[config.mk]
export PLATFORM = sky130hd
export DESIGN_NAME = dmem_lsu
export DESIGN_NICKNAME = d
export VERILOG_FILES = /design/src/rtl/dmem_lsu_pkg.sv /design/src/rtl/dmem_lane_fmt.sv /design/src/rtl/dmem_lsu.sv
export SDC_FILE = /design/constraint.sdc
export NUM_CORES = 1
export LEC_CHECK = 0
export ABC_AREA = 1
export CAP_MARGIN = 10
export CORE_ASPECT_RATIO = 1.25
export CORE_MARGIN = 2
export CORE_UTILIZATION = 30
export DETAILED_ROUTE_END_ITERATION = 10
export HOLD_SLACK_MARGIN = 0.12
export REMOVE_ABC_BUFFERS = 1
export SLEW_MARGIN = 15
export SYNTH_ARGS = -nofsm -noshare
export SYNTH_HDL_FRONTEND = slang
export SYNTH_HIERARCHICAL = 1
export SYNTH_SLANG_ARGS = --single-unit
[constraint.sdc]
create_clock -name clock -period 7.2 [get_ports clock]
set_input_delay 2.16 -clock clock [delete_from_list [all_inputs] [get_ports clock]]
set_output_delay 2.16 -clock clock [all_outputs]
set_load 0.02 [all_outputs]
[src/rtl/dmem_lsu_pkg.sv]
// Shared encodings and defaults for the data-memory load/store unit.
// Imported by dmem_lsu and dmem_lane_fmt.
package dmem_lsu_pkg;

    localparam logic [1:0] SZ_BYTE = 2'b00;
    localparam logic [1:0] SZ_HALF = 2'b01;
    localparam logic [1:0] SZ_WORD = 2'b10;
    localparam logic [1:0] SZ_BAD  = 2'b11;

    typedef enum logic [1:0] {
        ST_IDLE,
        ST_ACCESS,
        ST_MERGE,
        ST_RESP
    } state_t;

    localparam logic [31:0] DEF_BASE_ADDR   = 32'h0000_2000;
    localparam int          DEF_DEPTH_WORDS = 512;

endpackage

[src/rtl/dmem_lane_fmt.sv]
// Big-endian lane handling: sub-word store merge and load extract/extend.
// Byte offset 0 is the most significant lane.
module dmem_lane_fmt
    import dmem_lsu_pkg::*;
(
    input  logic [1:0]  size,
    input  logic [1:0]  offset,
    input  logic        sign_ext,
    input  logic [31:0] wdata,
    input  logic [31:0] word,
    output logic [31:0] merged,
    output logic [31:0] loaded
);

    logic [4:0]  b_sh;
    logic [4:0]  h_sh;
    logic [31:0] b_mask;
    logic [31:0] h_mask;
    logic [7:0]  b_val;
    logic [15:0] h_val;

    // ~offset equals 3-offset for a 2-bit lane index
    assign b_sh   = {~offset, 3'b000};
    assign h_sh   = {~offset[1], 4'b0000};
    assign b_mask = 32'h0000_00ff << b_sh;
    assign h_mask = 32'h0000_ffff << h_sh;
    assign b_val  = 8'(word >> b_sh);
    assign h_val  = 16'(word >> h_sh);

    always_comb begin
        merged = wdata;
        loaded = word;
        unique case (size)
            SZ_BYTE: begin
                merged = (word & ~b_mask)
                       | (32'(wdata[7:0]) << b_sh);
                loaded = sign_ext ? {{24{b_val[7]}}, b_val}
                                  : {24'h0, b_val};
            end
            SZ_HALF: begin
                merged = (word & ~h_mask)
                       | (32'(wdata[15:0]) << h_sh);
                loaded = sign_ext ? {{16{h_val[15]}}, h_val}
                                  : {16'h0, h_val};
            end
            default: ;
        endcase
    end

endmodule

[src/rtl/dmem_lsu.sv]
// MEM-stage load/store unit in front of the word-only DATAMEM.
// Sub-word stores are done as read-modify-write over two cycles.
module dmem_lsu
    import dmem_lsu_pkg::*;
#(
    parameter logic [31:0] BASE_ADDR   = DEF_BASE_ADDR,
    parameter int          DEPTH_WORDS = DEF_DEPTH_WORDS
) (
    input  logic        clock,
    input  logic        reset,
    input  logic        req_valid,
    output logic        req_ready,
    input  logic        req_we,
    input  logic [1:0]  req_size,
    input  logic        req_signed,
    input  logic [31:0] req_addr,
    input  logic [31:0] req_wdata,
    output logic        rsp_valid,
    output logic [31:0] rsp_rdata,
    output logic        rsp_err,
    output logic [31:0] mem_Addr_t,
    output logic [31:0] mem_Wdata,
    output logic        mem_MemWrite,
    output logic        mem_MemRead,
    input  logic [31:0] mem_Rdata
);

    localparam logic [32:0] LIMIT =
        {1'b0, BASE_ADDR} + (33'(DEPTH_WORDS) << 2);

    state_t      state;
    state_t      state_nx;
    logic        r_we;
    logic        r_signed;
    logic        r_err;
    logic [1:0]  r_size;
    logic [31:0] r_addr;
    logic [31:0] r_wdata;
    logic [31:0] r_word;
    logic        accept;
    logic        req_err;
    logic [31:0] fmt_merged;
    logic [31:0] fmt_loaded;

    assign req_ready = (state == ST_IDLE);
    assign accept    = req_valid & req_ready;

    always_comb begin
        req_err = (req_size == SZ_BAD)
                | ((req_size == SZ_HALF) & req_addr[0])
                | ((req_size == SZ_WORD) & (|req_addr[1:0]))
                | (req_addr < BASE_ADDR)
                | ({1'b0, req_addr} >= LIMIT);
    end

    always_ff @(posedge clock or posedge reset) begin
        if (reset) begin
            state <= ST_IDLE;
        end else begin
            state <= state_nx;
        end
    end

    always_ff @(posedge clock or posedge reset) begin
        if (reset) begin
            r_we     <= 1'b0;
            r_signed <= 1'b0;
            r_err    <= 1'b0;
            r_size   <= 2'b00;
            r_addr   <= '0;
            r_wdata  <= '0;
            r_word   <= '0;
        end else begin
            if (accept) begin
                r_we     <= req_we;
                r_signed <= req_signed;
                r_err    <= req_err;
                r_size   <= req_size;
                r_addr   <= req_addr;
                r_wdata  <= req_wdata;
            end
            if ((state == ST_ACCESS) && mem_MemRead) begin
                r_word <= mem_Rdata;
            end
        end
    end

    // Memory side depends on state and latched request only
    always_comb begin
        state_nx     = state;
        mem_MemRead  = 1'b0;
        mem_MemWrite = 1'b0;
        mem_Addr_t   = BASE_ADDR;
        mem_Wdata    = '0;
        unique case (state)
            ST_IDLE: begin
                if (accept) begin
                    state_nx = req_err ? ST_RESP : ST_ACCESS;
                end
            end
            ST_ACCESS: begin
                mem_Addr_t = {r_addr[31:2], 2'b00};
                if (r_we && (r_size == SZ_WORD)) begin
                    mem_MemWrite = 1'b1;
                    mem_Wdata    = r_wdata;
                    state_nx     = ST_RESP;
                end else begin
                    mem_MemRead = 1'b1;
                    state_nx    = r_we ? ST_MERGE : ST_RESP;
                end
            end
            ST_MERGE: begin
                mem_Addr_t   = {r_addr[31:2], 2'b00};
                mem_MemWrite = 1'b1;
                mem_Wdata    = fmt_merged;
                state_nx     = ST_RESP;
            end
            ST_RESP: begin
                state_nx = ST_IDLE;
            end
            default: begin
                state_nx = ST_IDLE;
            end
        endcase
    end

    assign rsp_valid = (state == ST_RESP);
    assign rsp_err   = rsp_valid & r_err;
    assign rsp_rdata = (rsp_valid & ~r_we & ~r_err) ? fmt_loaded : '0;

    dmem_lane_fmt u_fmt (
        .size     (r_size),
        .offset   (r_addr[1:0]),
        .sign_ext (r_signed),
        .wdata    (r_wdata),
        .word     (r_word),
        .merged   (fmt_merged),
        .loaded   (fmt_loaded)
    );

endmodule
==> summary.txt, run 1 <==
Finish
  • Final nets: approximately 1400
  • Final cell count without fillers: approximately 1600
  • Most common cell after layout, fill and taps aside: nand2_1
  • Commonest non-fill, non-tap cells in the layout: nand2_1, clkdlybuf4s50_1, dfrtp_1
  • Layout area overhead: 32.8%
  • Share of cells above drive strength 1: under 10%
  • ANT cells: 0

Route
  • Vias: around 7500
  • Wire length per cell: approximately 15 um
  • Routed Antenna Nets: 0
  • DR DRC count: 0
  • Routed wire length: 24100 um
  • Initial drt markers: slightly above 600
  • First-pass DRT Iterations: 5
  • Vias/cell: between 4 and 5

Setup path
  • CP Cell Sequence: nor2_4 > inv_2 > a21oi_1 > o21ai_0 > nand3_1 > nand2_1 > a21oi_1 > clkdlybuf4s50_1
  • Critical path start-end classification: reg2out
  • R2R cell count: 7
  • Slowest-stage cell, CP: nor2_4
  • Startpoint Class: register
  • CP endpoint kind: output pin
  • Slowest stage delay, CP: a little under 0.8 ns
  • R2r endpoint: r_word[11]
  • Family with the most delay on the worst path: simple AND/OR/NAND/NOR gates
  • Crit path buf inv count: 2
  • Crit Path Max Fanout: 30
  • Flop-to-flop setup slack: approximately 4.5 ns
  • Worst r2r src: r_size[1]
  • Cell with the most instances on the worst path: a21oi_1
  • Arrival time of the worst setup path: 3.53 ns
  • Data required, critical path: ~5.0 ns

Status
  • Run status: completed

Logic synthesis
  • Area leader, netlist: dfrtp_1
  • Synth top area share: a little over a third
  • FF+latch count, synth: just over 100
  • Synth Area per Inst: 6.33 sq um
  • Synth Warn #: 6
  • Synth top area cells: dfrtp_1, nand2_1, inv_1, nand3_1, o21ai_0
  • Post-synthesis sequential area ratio: a little over a third
  • Synth unique cells: 36
  • Post-Syn Area: around 7000 sq um
  • Cell count after synthesis: ~1100

Hold path
  • Hold depth: 2
  • Hold Startpoint: r_addr[14]
  • Worst hold path type: reg2reg
  • Hold EP: r_addr[14]

STA
  • Tmin final: roughly 5.7 ns
  • Max Fclk: 176 MHz
  • RSZ-0062 raised after global routing: no
  • Worst rel slew slack: 21.8%
  • Final setup violation count: 0
  • Setup TNS: 0 ns
  • Tcrit/Tclk final: about four fifths
  • Max Slew Vio Count: 0
  • Skew final: a little over 0.008 ns
  • Final hold vios: 0
  • Slew @ Worst Pin: about 1.2 ns

Die
  • IO Count: just over 200
  • Initial Utilization: 30.5%
  • Die footprint: 24700 sq um
  • Row count: 62
  • CORE AREA: ~23000 sq um
  • Die X: approximately 140 um
  • Chip height: 175 um

Clocking
  • Clock net sink count: ~100
  • Clk slew on worst S/H paths: about 0.070 ns
  • Root Driver: clkbuf_16
  • Max clock buf depth: 2
  • H-tree Lvls: 3
  • Num CTS Buffers: 9
  • CTS tree: done
  • Cts hold-fix bufs: 0
  • Resize count post-CTS: 0
  • Skew-Pair Late Insertion Delay: roughly 0.35 ns
  • Postcts setup bufs: 0

GRT
  • Tot GR Track Use: around a fifth
  • First-pass GRT wire length: ~38000 um
  • Met1 Use GR: around a quarter
  • Met2 Use GR: between 30% and 40%
  • Vias in the first global route: 7239
  • Initial antenna violation count: 0
  • Met3 Track Usage GR: between 3 and 4%
  • Largest net degree at the start of global routing: a little under 80
  • Grt peak-use layer: met2
  • Total gr overflow: 0

Power and ir drop
  • Pwr/cell area: between 400 and 500 nW/um^2
  • Lkg Pwr: between 4 and 5 nW
  • Maximum VDD drop: between 0.15 and 0.2 mV

Placement
  • Final Wtd Congestion: around 0.85
  • Port buffer count: about 200
  • Final HPWL DP: 16900 um
  • Placed instance count: between 1500 and 2000

Run
  • Maxcap violations: 0
==> how the worst max path moves through the flow <==
stage,from,endpoint,slack (ns),cells after the start
floorplan,reset,r_addr[0],2.34,1
global placement,r_size[1],mem_Wdata[26],2.00,8
detailed placement,r_size[1],mem_Wdata[28],1.94,8
CTS,r_size[1],mem_Wdata[28],1.56,8
global route,r_size[1],rsp_rdata[0],1.33,8
finish,r_size[1],mem_Wdata[28],1.51,8
==> report_power, final <==
part / total, mW / leakage (nW) / internal, mW / switching, mW
Sequential: 1.20 / 1.28 / 0.855 / 0.342
Combinational: 2.56 / 3.19 / 0.929 / 1.63
Clock: 0.490 / 0.129 / 0.269 / 0.221
==> flip-flops by register name, summed over array words and instances (netlist names) <==
register,cells
r_addr,32
r_wdata,32
r_word,32
r_size,2
state,2
r_err,1
r_signed,1
r_we,1
==> synthesized netlist by cell type (all sizes together) <==
| cell type | n |
|---|---|
| a21oi | 56 |
| a22oi | 1 |
| buf | 51 |
| clkbuf | 15 |
| clkinv | 1 |
| conb | 1 |
| dfrtp | 103 |
| ha | 4 |
| inv | 107 |
| nand2 | 558 |
| nand3 | 69 |
| nand3b | 1 |
| nand4 | 2 |
| nor2 | 58 |
| o211ai | 4 |
| o21a | 1 |
| o21ai | 66 |
| o22ai | 13 |
==> cell families (layout without fill, tap and decap cells) <==
logic type / Yosys count / count (layout) / share of synthesized area (%)
simple gates: 688 / 688 / 39.9
buf+inv: 174 / 332 / 11.8
flops: 103 / 103 / 36.6
compound gates: 141 / 141 / 10.9
fa+ha+maj: 4 / 4 / 0.712
other cells: 1 / 2 / 0.0533
==> metal layers <==
| metal | part of all wire (%) | wire, um |
|---|---|---|
| met1 | 42 | 10100 |
| met3 | 7.6 | 1820 |
| met4 | 2.9 | 695 |
| met5 | 0 | 0 |
| met2 | 48 | 11500 |
==> per-stage QoR <==
step | instance area (sq um) | worst slack, ns | util [%] | power, mW | hold slack (ns)
after global placement | 9060 | 2.00 | 39.3 | 3.74 | 0.462
after CTS | 9340 | 1.56 | 40.5 | 4.28 | 0.489
final | 9340 | 1.51 | 40.5 | 4.25 | 0.484
after floorplan | 6620 | 2.34 | - | 2.73 | 0.449
after global routing | 9340 | 1.33 | 40.5 | 4.64 | 0.508
after detailed placement | 9060 | 1.94 | 39.3 | 3.77 | 0.467
==> layout make-up <==
type                    count  area (sq um)
clock buffers              12           236
flip-flops and latches    103          2580
well taps                 288           360
fillers                  2506         13700
repair buffers            209          2070
multi-input cells         835          3630
inverters                 108           419
clock inverters             3          45.0
==> worst min-delay path, delay by kind of cell (launching register included) <==
| family | cells | cell delay, ns |
|---|---|---|
| flops | 1 | 0.35 |
| simple gates | 2 | 0.10 |
Power figures use the tool's default switching activity.
==> run 2, diff against run 1 <==
Clock period 7.2 ns to 5.66 ns, I/O delays scaled along.
==> run 2 against run 1 <==
Die area is the same. Largest cell class unchanged. Register-to-register slack worse by 1.6 ns. Critical endpoint is now rsp_rdata[3]. Largest power group unchanged. Critical path depth shrank 1.
==> summary.txt, run 2 (synthesized netlist as in run 1, its figures left out) <==
Die
  • Row count: 62 (unchanged)
  • CORE AREA: 23000 sq um (unchanged)
  • Die footprint: 24700 sq um (unchanged)
  • IO Count: 204 (unchanged)
  • Initial Utilization: 30.5% (unchanged)
  • Die X: 141 um (unchanged)
  • Chip height: 175 um (unchanged)

Setup path
  • Critical path start-end classification: reg2out (unchanged)
  • Critical Path Start: r_addr[0] (was r_size[1])
  • Startpoint Class: register (unchanged)
  • Data required, critical path: 3.96 ns (was 5.04 ns)
  • Crit Path Max Fanout: 30 (unchanged)
  • Worst r2r src: r_size[1] (unchanged)
  • Slowest stage delay, CP: 1.06 ns (was 0.79 ns)
  • Slowest-stage cell, CP: dfrtp_1 (was nor2_4)
  • Arrival time of the worst setup path: 3.37 ns (was 3.53 ns)
  • CP Cell Sequence: nand2_1 > nand2_1 > nand3_1 > nand3_1 > inv_1 > nor2_1 > clkdlybuf4s50_1 (was nor2_4 > inv_2 > a21oi_1 > o21ai_0 > nand3_1 > nand2_1 > a21oi_1 > clkdlybuf4s50_1)
  • R2R cell count: 8 (was 7)
  • CP endpoint kind: output pin (unchanged)

Placement
  • Post-place setup slack: 1.01 ns (was 1.94 ns)
  • Final Wtd Congestion: 0.873 (was 0.849)
  • Port buffer count: 201 (unchanged)
  • Final HPWL DP: 16700 um (was 16900 um)

Hold path
  • Hold depth: 2 (unchanged)
  • Hold Startpoint: r_addr[6] (was r_addr[14])
  • Worst hold path type: reg2reg (unchanged)

Route
  • Metal2 WL: 11300 um (was 11500 um)
  • Initial drt markers: 477 (was 618)
  • First-pass DRT Iterations: 5 (unchanged)
  • Vias: 7295 (was 7477)
  • Routed wire length: 23800 um (was 24100 um)
  • Metal3 WL: 1730 um (was 1820 um)
  • DR DRC count: 0 (unchanged)
  • Vias/cell: 4.67 (was 4.80)
  • Met1 wire length: 10300 um (was 10100 um)
  • Routed Antenna Nets: 0 (unchanged)
  • Wire length per cell: 15.2 um (was 15.5 um)
  • Max Used Layer: met4 (unchanged)

STA
  • Worst rel slew slack: 26.3% (was 21.8%)
  • Tmin final: about 5.1 ns
  • Skew final: 0.00848 ns (was 0.00822 ns)
  • Final hold vios: 0 (unchanged)
  • Setup TNS: 0 ns (unchanged)
  • Slew @ Worst Pin: 1.11 ns (was 1.17 ns)
  • RSZ-0062 raised after global routing: no (unchanged)
  • Final setup violation count: 0 (unchanged)
  • Max Fclk: ~200 MHz
  • Tcrit/Tclk final: 89.6%
  • Final setup margin: 0.588 ns (was 1.51 ns)
  • Max Slew Vio Count: 0 (unchanged)

Power and ir drop
  • Net Sw Power: 2.81 mW (was 2.19 mW)
  • P_int: 2.64 mW (was 2.05 mW)
  • Power Total: 5.45 mW (was 4.25 mW)
  • Lkg Pwr: 4.63 nW (was 4.60 nW)
  • Maximum VDD drop: 0.254 mV (was 0.183 mV)
  • Switching part of the total power: 51.6% (was 51.7%)
  • Comb pwr share: 59.3% (was 60.3%)
  • Reg power frac: 28.7% (was 28.2%)
  • Clock share of power: 12.0% (was 11.5%)
  • Pwr/cell area: 581 nW/um^2 (was 455 nW/um^2)

GRT
  • Initial antenna violation count: 1 (was 0)
  • First-pass GRT wire length: 37600 um (was 38400 um)
  • Largest net degree at the start of global routing: 77 (unchanged)
  • Tot GR Track Use: 19.2% (was 19.5%)
  • Vias in the first global route: 6998 (was 7239)
  • Total gr overflow: 0 (unchanged)

Finish
  • Largest regs: r_addr: 32 flops, r_wdata: 32 flops, r_word: 32 flops (unchanged)
  • Fillers: 2452 (was 2506)
  • Final nets: 1376 (was 1373)
  • Commonest non-fill, non-tap cells in the layout: nand2_1, clkdlybuf4s50_1, dfrtp_1 (unchanged)
  • Most common cell after layout, fill and taps aside: nand2_1 (unchanged)
  • Layout area overhead: 33.5% (was 32.8%)
  • Share of cells above drive strength 1: 4.71% (was 4.17%)

Clocking
  • H-tree Lvls: 3 (unchanged)
  • Clock net sink count: 103 (unchanged)
  • Skew-Pair Late Insertion Delay: 0.36 ns (was 0.35 ns)
  • CTS tree: done (unchanged)
  • Cts hold-fix bufs: 0 (unchanged)
  • Postcts setup bufs: 0 (unchanged)
  • Max clock buf depth: 2 (unchanged)
  • Clk slew on worst S/H paths: 0.08 ns (was 0.07 ns)
  • Root Driver: clkbuf_16 (unchanged)
  • Num CTS Buffers: 9 (unchanged)
  • Resize count post-CTS: 0 (unchanged)

Status
  • Run status: completed (unchanged)

Run
  • Maxcap violations: 0 (unchanged)
-- run 2: cell type report --
class / instances / area [sq um] / share of cell area, %
Multi-Input combinational cell: 835 / 3630 / 38.7
Sequential cell: 103 / 2580 / 27.5
Timing Repair Buffer: 212 / 2090 / 22.3
Inverter: 108 / 419 / 4.46
Tap cell: 288 / 360 / 3.84
Clock buffer: 9 / 225 / 2.40
Clock inverter: 7 / 80.1 / 0.853
Antenna cell: 1 / 2.50 / 0.0267
-- run 2: power by group through the flow --
stage               Sequential [mW]  Clock (mW)  Combinational [mW]
global route                   1.61       0.707                3.62
finish                         1.56       0.657                3.23
CTS                            1.55       0.681                3.26
global placement               1.56           0                3.23
detailed placement             1.56           0                3.25
floorplan                      1.42           0                2.05
-- run 2: metrics by stage --
| step | hold WS [ns] | util [%] | instance area (sq um) | std cells |
|---|---|---|---|---|
| final | 0.481 | 40.8 | 9390 | 1563 |
| after global routing | 0.509 | 40.7 | 9390 | 1562 |
| after CTS | 0.486 | 40.7 | 9390 | 1562 |
| after detailed placement | 0.465 | 39.4 | 9080 | 1546 |
| after global placement | 0.463 | 39.4 | 9080 | 1546 |
| after floorplan | 0.449 | - | 6620 | 1046 |
-- run 2: path summary, 6_finish.rpt --
kind	slack, ns	end
hold / removal	0.48	r_addr[6]
setup reg to reg	2.92	r_word[7]
hold reg to reg	0.48	r_addr[6]
max in group asynchronous	2.79	r_addr[9]
setup / recovery	0.59	rsp_rdata[3]
min in group asynchronous	1.90	r_addr[6]
-- run 2: metal layers --
metal  vias to the layer above  track usage (%)
met5                         -                0
met1                      3301             24.7
met3                        26             4.25
li1                       3733                -
met2                       235             32.2
met4                         0             6.38
-- run 2: critical path, delay by kind of cell, from the launching register on --
family	cells	cell delay [ns]
simple gates	5	1.26
buf+inv	2	0.67
flops	1	1.06
==> RTL edit: new RTL, config.mk and constraints of run 1 <==
The 4 states of `state_t` get a one-hot encoding in 4 bits.
--- a/src/rtl/dmem_lsu_pkg.sv
+++ b/src/rtl/dmem_lsu_pkg.sv
@@ -7,11 +7,11 @@
     localparam logic [1:0] SZ_WORD = 2'b10;
     localparam logic [1:0] SZ_BAD  = 2'b11;
 
-    typedef enum logic [1:0] {
-        ST_IDLE,
-        ST_ACCESS,
-        ST_MERGE,
-        ST_RESP
+    typedef enum logic [3:0] {
+        ST_IDLE   = 4'b0001,
+        ST_ACCESS = 4'b0010,
+        ST_MERGE  = 4'b0100,
+        ST_RESP   = 4'b1000
     } state_t;
 
     localparam logic [31:0] DEF_BASE_ADDR   = 32'h0000_2000;
Formal check against the unedited RTL: no difference found for any inputs over 10 cycles, from zero or initial values and one cycle with reset high; not proved beyond that.
==> RTL edit against run 1 <==
Critical path type unchanged. Area after synthesis is 2.5% lower. Final area is 0.91% lower. Setup slack better by 0.14 ns. Sequential cell count is 2 higher. Clock skew is 0.00071 ns higher. Critical endpoint unchanged. Routed wire length is 2.4% lower. Global-route usage is 0.19 points lower. First-iteration DRC count is 11% lower. Register-to-register slack worse by 0.08 ns.
Power is not compared: it rests on default switching activity, and its combinational part moved more than twofold at a synthesized area within 25%.
==> RTL edit: results (changes against run 1) <==
set qor(arrival_ns) 3.39 ;# -0.14 ns
set qor(post_synth_most_frequent_cells) {sky130_fd_sc_hd__nand2_1, sky130_fd_sc_hd__o21ai_0, sky130_fd_sc_hd__inv_1}
set qor(yosysUniqueCellTypes) 35 ;# -2.8%
set qor(placed_area_sq_um) 8921 ;# -1.5%
set qor(slew_headroom_pct) 34.89 ;# +13 points
set qor(vias) 7089 ;# -5.2%
set qor(seq-cell-share_pct) 28.43 ;# +0.83 points
set qor(grt_util_met2_pct) 31.92 ;# -0.39 points
set qor(synth_top_cells_by_area) {sky130_fd_sc_hd__dfrtp_1, sky130_fd_sc_hd__nand2_1, sky130_fd_sc_hd__o21ai_0, sky130_fd_sc_hd__inv_1, sky130_fd_sc_hd__nand3_1}
set qor(area_share_clock_buf_inv_pct) 3.610 ;# +0.60 points
set qor(post_route_cells_drive_above_1_share_pct) 4.605 ;# +0.43 points
set qor(critical_path.max_stage_delay_ns) 0.75 ;# -0.04 ns
set qor(nNonClkInverters) 137 ;# +27%
set qor(path_delay_family) {buffers and inverters}
set qor(grt_start_max_net_pins) 81 ;# +5.2%
set qor(run_status) {finished clean}
set qor(avgRoutedWirePerCell_um) 15.71 ;# +1.5%
set qor(all_layer_global_routing_usage_pct) 19.31 ;# -0.19 points
set qor(crit_slowest_cell) {sky130_fd_sc_hd__dfrtp_2}
set qor(fraction_of_standard_cell_area_in_multi_input_logic_pct) 35.95 ;# -2.9 points
set qor(critical_path_peak_fanout) 45 ;# +50%
set qor(routability_cong) 0.8188 ;# -3.5%
set qor(layout-area-overhead-vs-synth_pct) 34.88
set qor(grt_pass1_vias) 6941 ;# -4.1%
set qor(synth_area_per_cell_sq_um) 6.522 ;# +3.0%
set qor(postSynthRegisterBits) 105 ;# +1.9%
set qor(buffers) 210 ;# +0.48%
set qor(vias_per_cell) 4.729 ;# -1.5%
set qor(dp_slack_ns) 2.044 ;# +0.1023 ns
set qor(num-multi-input-gates) 748 ;# -10%
set qor(groute.layer.met1.usage_pct) 24.55 ;# -0.46 points
set qor(fillCellCount) 2406 ;# -4.0%
set qor(grt_pass1_wl_um) 37260 ;# -2.9%
set qor(fin_skew_ns) 0.008936 ;# +0.0007115 ns
set qor(post-dp-hpwl_um) 16160 ;# -4.3%
-- RTL edit: changes by cell type in the layout (fill, tap and decap cells not counted), moves of 3 or more --
cell,delta
sky130_fd_sc_hd__nand2_2,-10
sky130_fd_sc_hd__nor3_4,+3
sky130_fd_sc_hd__nor3_1,+3
sky130_fd_sc_hd__nor2_1,+31
sky130_fd_sc_hd__inv_1,+24
sky130_fd_sc_hd__a21oi_1,-29
sky130_fd_sc_hd__o21ai_0,+86
sky130_fd_sc_hd__clkbuf_1,-3
sky130_fd_sc_hd__inv_2,+4
sky130_fd_sc_hd__nand2_1,-165
sky130_fd_sc_hd__ha_1,-4
-- RTL edit: worst paths after layout --
check | start | endpoint | slack [ns] | depth (start not counted)
min in group asynchronous | reset | r_wdata[25]$_DFFE_PP0P_ | 2.28 | 2
worst max-delay path | r_size[1]$_DFFE_PP0P_ | mem_Wdata[28] | 1.65 | 9
worst min register to register | r_addr[13]$_DFFE_PP0P_ | r_addr[13]$_DFFE_PP0P_ | 0.48 | 2
worst min-delay path | r_addr[13]$_DFFE_PP0P_ | r_addr[13]$_DFFE_PP0P_ | 0.48 | 2
worst max register to register | state[3]$_DFFE_PP0P_ | r_addr[27]$_DFFE_PP0P_ | 4.46 | 8
max in group asynchronous | reset | r_wdata[30]$_DFFE_PP0P_ | 3.84 | 3
-- RTL edit: cells by family after synthesis --
logic type,after synthesis,share of synthesized area [%]
other,1,0.05465
buffers and inverters,200,13.46
flip-flops,105,38.31
AO/OA/AOI/OAI,195,14.95
AND/OR/NAND/NOR,551,33.22
-- RTL edit: metal layers --
layer / vias to the layer above / share of wire, %
li1: 3593 / -
met1: 3215 / 44
met2: 249 / 47
met3: 32 / 7.6
met4: 0 / 2.1
met5: - / 0
